--- src/rtl/nv_nvdla_sdp_core_mc_fsm.sv ---
// ---------------------------------------------------------------------------
// nv_nvdla_sdp_core_mc_fsm
//
// Multi-channel SDP core-enable controller. Each of NUM_CH channels runs an
// independent IDLE -> RUN -> DRAIN -> DONE sequence. A stall-aware drain
// counter delays DONE by DRAIN_CYC cycles after core_done, and a per-channel
// clear returns the channel to IDLE.
//
// Ports:
//   nvdla_core_clk   core clock, rising edge
//   nvdla_core_rstn  asynchronous active-low reset
//   core_wen         per-channel start / re-arm strobe
//   core_done        per-channel datapath-finished strobe
//   core_clr         per-channel synchronous return-to-IDLE (highest priority)
//   stall            global stall, freezes every drain counter
//   fsm_output       one-hot state per channel, bits [4i+3:4i]
//                    (IDLE=0001, RUN=0010, DRAIN=0100, DONE=1000)
//   busy             per-channel RUN or DRAIN
//   all_done         every channel in DONE
// ---------------------------------------------------------------------------
module nv_nvdla_sdp_core_mc_fsm #(
  parameter int NUM_CH    = 4,
  parameter int DRAIN_W   = 4,
  parameter int DRAIN_CYC = 8
) (
  input  logic                  nvdla_core_clk,
  input  logic                  nvdla_core_rstn,
  input  logic [NUM_CH-1:0]     core_wen,
  input  logic [NUM_CH-1:0]     core_done,
  input  logic [NUM_CH-1:0]     core_clr,
  input  logic                  stall,
  output logic [4*NUM_CH-1:0]   fsm_output,
  output logic [NUM_CH-1:0]     busy,
  output logic                  all_done
);

  // One-hot encoding: the state register drives fsm_output directly.
  typedef enum logic [3:0] {
    IDLE  = 4'b0001,
    RUN   = 4'b0010,
    DRAIN = 4'b0100,
    DONE  = 4'b1000
  } state_t;

  // The counter counts down to zero and DONE follows on the next unstalled
  // edge, so it is loaded with DRAIN_CYC-1 to give exactly DRAIN_CYC cycles.
  localparam logic [DRAIN_W-1:0] DRAIN_LOAD =
    (DRAIN_CYC > 0) ? DRAIN_W'(DRAIN_CYC - 1) : '0;
  localparam bit HAS_DRAIN = (DRAIN_CYC > 0);

  logic [NUM_CH-1:0] done_vec;

  genvar gi;
  generate
    for (gi = 0; gi < NUM_CH; gi++) begin : g_ch
      state_t             state;
      logic [DRAIN_W-1:0] cnt;

      always_ff @(posedge nvdla_core_clk or negedge nvdla_core_rstn) begin
        if (!nvdla_core_rstn) begin
          state <= IDLE;
          cnt   <= '0;
        end else if (core_clr[gi]) begin
          state <= IDLE;
          cnt   <= '0;
        end else begin
          case (state)
            // core_done is ignored here, even alongside core_wen.
            IDLE: begin
              if (core_wen[gi]) state <= RUN;
            end
            // core_wen is sticky in RUN and ignored.
            RUN: begin
              if (core_done[gi]) begin
                if (HAS_DRAIN) begin
                  state <= DRAIN;
                  cnt   <= DRAIN_LOAD;
                end else begin
                  state <= DONE;
                end
              end
            end
            // Decrement only when nonzero, so the counter never wraps.
            DRAIN: begin
              if (!stall) begin
                if (cnt == '0) state <= DONE;
                else           cnt   <= cnt - 1'b1;
              end
            end
            DONE: begin
              if (core_wen[gi]) state <= RUN;
            end
            // Any non-one-hot value recovers to IDLE.
            default: begin
              state <= IDLE;
              cnt   <= '0;
            end
          endcase
        end
      end

      assign fsm_output[4*gi +: 4] = state;
      assign busy[gi]              = (state == RUN) || (state == DRAIN);
      assign done_vec[gi]          = (state == DONE);
    end
  endgenerate

  assign all_done = &done_vec;

endmodule

--- config.mk ---
export PLATFORM = sky130hd
export DESIGN_NAME = nv_nvdla_sdp_core_mc_fsm
export DESIGN_NICKNAME = d
export VERILOG_FILES = /design/src/rtl/nv_nvdla_sdp_core_mc_fsm.sv
export SDC_FILE = /design/constraint.sdc
export NUM_CORES = 1
export LEC_CHECK = 0
export ABC_AREA = 1
export BUFFER_PORTS_ARGS = -buffer_cell sky130_fd_sc_hd__buf_2
export CAP_MARGIN = 0
export CORE_MARGIN = 2
export CORE_UTILIZATION = 61
export DETAILED_ROUTE_END_ITERATION = 8
export GPL_TIMING_DRIVEN = 0
export PLACE_DENSITY_LB_ADDON = 0.3
export SYNTH_ARGS = -nofsm -noshare
export SYNTH_HDL_FRONTEND = slang
export SYNTH_SLANG_ARGS = --single-unit
--- constraint.sdc ---
create_clock -name nvdla_core_clk -period 3.9 [get_ports nvdla_core_clk]
set_input_delay 0.39 -clock nvdla_core_clk [delete_from_list [all_inputs] [get_ports nvdla_core_clk]]
set_output_delay 0.39 -clock nvdla_core_clk [all_outputs]
set_load 0.03 [all_outputs]
## Yosys cells after proc, flatten, opt, wreduce, memory -nomap -nowiden

Index checks and enable logic that the tools add are counted.
Widths: inputs -> output; s select.

- Reductions and logical operators: 21
- Magnitude comparators: 0
- Add/subtract/negate cells: 4
- Equal/unequal tests: 40
- Bitwise operators: 0
- Shift-type cells: 0
- Multiply operators: 0
- Div/mod/pow operators: 0
- Multiplexer cells: 44

Operators with widths:

| operator | count |
|---|---|
| $mux 4 | 36 |
| $pmux 4 s3 | 8 |
| $ne 3x3->1 const B | 16 |
| $reduce_and 4->1 | 9 |
| $eq 4x1->1 const B | 4 |
| $eq 4x2->1 const B | 4 |
| $eq 4x3->1 const B | 4 |
| $eq 4x4->1 const B | 4 |
| $logic_not 4->1 | 4 |
| $sub 4x1->4 const B | 4 |
| $ne 3x1->1 const B | 4 |
| $ne 2x1->1 const B | 4 |
| $reduce_or 2->1 | 4 |
| $logic_or 1x1->1 | 4 |

- Bits in latches: 0
- Memory bits (writable): 0
- Memory bits (read-only): 0
- Bits in registers: 32
- Memories kept: 0
- Word-level logic and storage cells: 117

## Longest topological paths before layout

- Word-level depth: 5
- Depth in mapped cells: 9

## Least setup slack after synthesis

Ideal clock, no wire load.

- Path kind: reg2out
- Start: register g_ch[0].state[3]
- End: output port all_done
- Arrival: 1802 ps
- Required time: 3510 ps
- Cell stages (with the launch flop): 5
- Path slack: 1708 ps
- Cells stage by stage: dfrtp_1 -> inv_1 -> nor2_1 -> nand2_1 -> nor4_1

- Longest elaborated chain between the ends: 2

RTL lines:

| item | RTL line | RTL |
|---|---|---|
| start, declared | 56 | `state_t state;` |
| start signal, assigned | 61 | `state <= IDLE;` |
| start signal, assigned | 64 | `state <= IDLE;` |
| start signal, assigned | 70 | `if (core_wen[gi]) state <= RUN;` |
| $eq 4x4->1 | 104 | `assign done_vec[gi] = (state == DONE);` |
| $reduce_and 4->1 | 108 | `assign all_done = &done_vec;` |
| end, declared | 34 | `output logic all_done` |

Every way passes these cells.

## Worst setup path after layout

- Start: register g_ch[3].state[1]
- End: output port all_done

- Longest elaborated chain between the ends: 2

RTL lines:

| item | RTL line |
|---|---|
| start, declared | 56 |
| start signal, assigned | 61 |
| start signal, assigned | 64 |
| start signal, assigned | 70 |
| $eq 4x4->1 | 104 |
| $reduce_and 4->1 | 108 |

Every way passes these cells.

==> impl_results.md <==
- Status: finished, final reports clean
- Io pins: 36
- Worst slew margin: 52.75%
- Hold Vio Cnt, Final: 0
- Vias in the first global route: 1977
- Number of remaining DRC errors: 0
- Period utilization: about half
- Cell variety after synth: 21
- Initial antenna violation count: 0
- Crit path kind: flip-flop to output pin
- Asr flop ratio synth: 100.0%
- Post-synth EDFFs: 0
- Cell taking the most area after synthesis: dfrtp_1
- Power density cells: 332.4 nW/um^2
- Vias/cell: 4.989
- Worst-Margin Slew: 708.8 ps
- Period minus WS final: 1925 ps
- Post-CTS resize count: 0
- Vias: ~2200
- Setup_tns: 0 ps
- Fin cells: approximately 450
- Register area share after synthesis: a little over a third
- Final Skew: 4.848 ps
- Ratio of cells with drive above 1 in the final layout: 20.91%
- Global-route usage over all layers: 25.84%
- Pre-CTS setup slack: between 2000 and 2500 ps
- Initial Utilization: 63.40%
- Worst IR Drop VDD: 0.2510 mV
- Die Y: about 66 um
- Placement Rows: 22
- CP Launch Type: flip-flop
- Critical Path RT: 3510 ps
- Total CTS buffers: 5
- Yosys reg bits: 32
- Layout Nets: roughly 420
- Area of the mapped netlist: 2321 sq um
- Clock Tree Buf Depth: 2
- Synth Flop Type: dfrtp_1
- Synth-to-layout area growth: 13.80%
- Max Cap Viol: 0
- RSZ-0062 raised after global routing: no
- Largest net degree at the start of global routing: 33
- Clock Sinks: 32
- Clk Latency, worst-skew pair: 290 ps
- 1st-iter DRT viols: ~160
- Global-route wire length before repair: 8493 um
- Largest fanout on the critical path: 4
- # fillers: 335
- RD Place Congestion: 0.9441
- Worst-path clk slew: 70 ps
- P_leak: 0.001536 uW
- Worst Path Arrival: roughly 1500 ps
- Number of diodes: 0
- Setup Buffers After CTS: 0
- Syn Area/Cell: around 6.5 sq um
- DRT Pass-1 Iters: 4
- Die width: 65.69 um
- Routed WL per cell: 11.08 um
- Net Count, Synth: 378
- Top cells by area, synth: dfrtp_1 30%, nand2_1 19%, inv_1 7.9%
- Yosys synthesis warning count: 0
- Final Setup Violations: 0
- CTS root buf: clkbuf_8
- Most frequent cells after synthesis: 119 x nand2_1, 49 x inv_1, 40 x nor2_1
- Port Buffers: 34
- Core Footprint: ~3700 sq um
- Total Wirelength: 4929 um
- Hold Path Class: input port to async pin
- CTS tree: done
- Synthesized netlist cell count: 355
- Final WS setup: just under 2000 ps
- Final ANT Viol Nets: 0
- Die area: 4315 sq um
- CTS Hold Bufs: 0
- Dpl cells: roughly 440
- Critical path capture point type: output pin
- Slew Limit Fails: 0
- Count leader, synth: nand2_1
- DP Wirelength: roughly 3800 um
- Fmax: 519.4 MHz
- Synth top area share: 30.19%
- H-tree levels: 2
- GR Overflow Total: 0
cell type report:
type	instances	area, sq um	area share (%)
timing repair buffer	34	170.2	6.442
inverter	58	217.7	8.243
multi-input combinational	264	1290	48.84
tap	48	60.06	2.274
clock buffer	8	90.09	3.411
buffer	1	7.507	0.2842
sequential	32	805.8	30.51
metrics by stage:
stage / total power (uW) / util [%] / area, sq um / hold slack, ps
5_1_grt: 933.7 / 72.15 / 2641 / 210.9
2_1_floorplan: 552.4 / - / 2321 / 94.41
4_1_cts: 884.4 / 72.15 / 2641 / 175.2
3_5_place_dp: 616.7 / 69.69 / 2551 / 465.7
3_3_place_gp: 610.5 / 69.69 / 2551 / 460.6
6_report: 878.0 / 72.15 / 2641 / 151.9
worst paths after layout:
| path | to | from | slack [ps] | depth (start not counted) |
|---|---|---|---|---|
| max | all_done | g_ch[3].state[1]$_DFFE_PN0P_ | 1970 | 4 |
| max reg2reg | g_ch[1].cnt[0]$_DFFE_PN0P_ | g_ch[1].cnt[0]$_DFFE_PN0P_ | 2460 | 9 |
| min in group nvdla_core_clk | g_ch[2].state[1]$_DFFE_PN0P_ | core_wen[2] | 360 | 3 |
| max in group asynchronous | g_ch[0].cnt[1]$_DFFE_PN0P_ | nvdla_core_rstn | 3290 | 1 |
| min | g_ch[3].cnt[2]$_DFFE_PN0P_ | nvdla_core_rstn | 150 | 1 |
| min reg2reg | g_ch[2].cnt[1]$_DFFE_PN0P_ | g_ch[2].cnt[1]$_DFFE_PN0P_ | 480 | 2 |
critical path: stages, from the launching register on:
cell,delay (ps)
dfrtp_1,410
nor2_1,210
nand2_1,130
nor4_1,250
buf_2,240
sequential cells by signal (all words and copies together) (netlist names):
register and cells:
g_ch.state 16, g_ch.cnt 16
metal layers:
metal / GRT usage (%) / routed length [um] / vias up / part of all wire [%]
met3: 7.021 / 346 / 7 / 7.0
met1: 34.03 / 2303 / 970 / 47
met5: 0 / 0 / - / 0
met2: 40.66 / 2202 / 58 / 45
li1: - / - / 1185 / -
met4: 9.375 / 76 / 0 / 1.5
cells by family after synthesis:
family                     after synthesis  share of synthesized area (%)
AOI/OAI and AO/OA                       21                          4.528
buffers and inverters                   59                          9.704
xor gates and xnor gates                 4                          1.509
and+or+nand+nor                        231                          45.23
DFF                                     32                          34.72
adders and majority gates                8                          4.313
power breakdown:
part / leakage (uW) / total [uW] / internal [uW] / switching (uW)
logic: 0.00106 / 233 / 72.0 / 161
clock network: 0.0000455 / 266 / 144 / 122
registers: 0.000429 / 378 / 357 / 21.4
cell usage in the layout, fill, tap and decap left out:
master,instances
nand2_1,119
inv_1,49
nor2_1,40
buf_2,34
nand3_1,28
dfrtp_1,28
nor2_2,14
o21ai_0,13
nand4_1,9
inv_2,8
nand2_2,8
ha_1,8
nand3_2,6
clkbuf_8,6
a21oi_1,5
xnor2_1,4
nand3b_1,4
dfstp_2,4
o21ai_1,3
nor2_4,2
clkbuf_1,2
nor4_1,1
buf_4,1
clkinv_1,1
No activity file was read; power rests on OpenSTA's default activity.
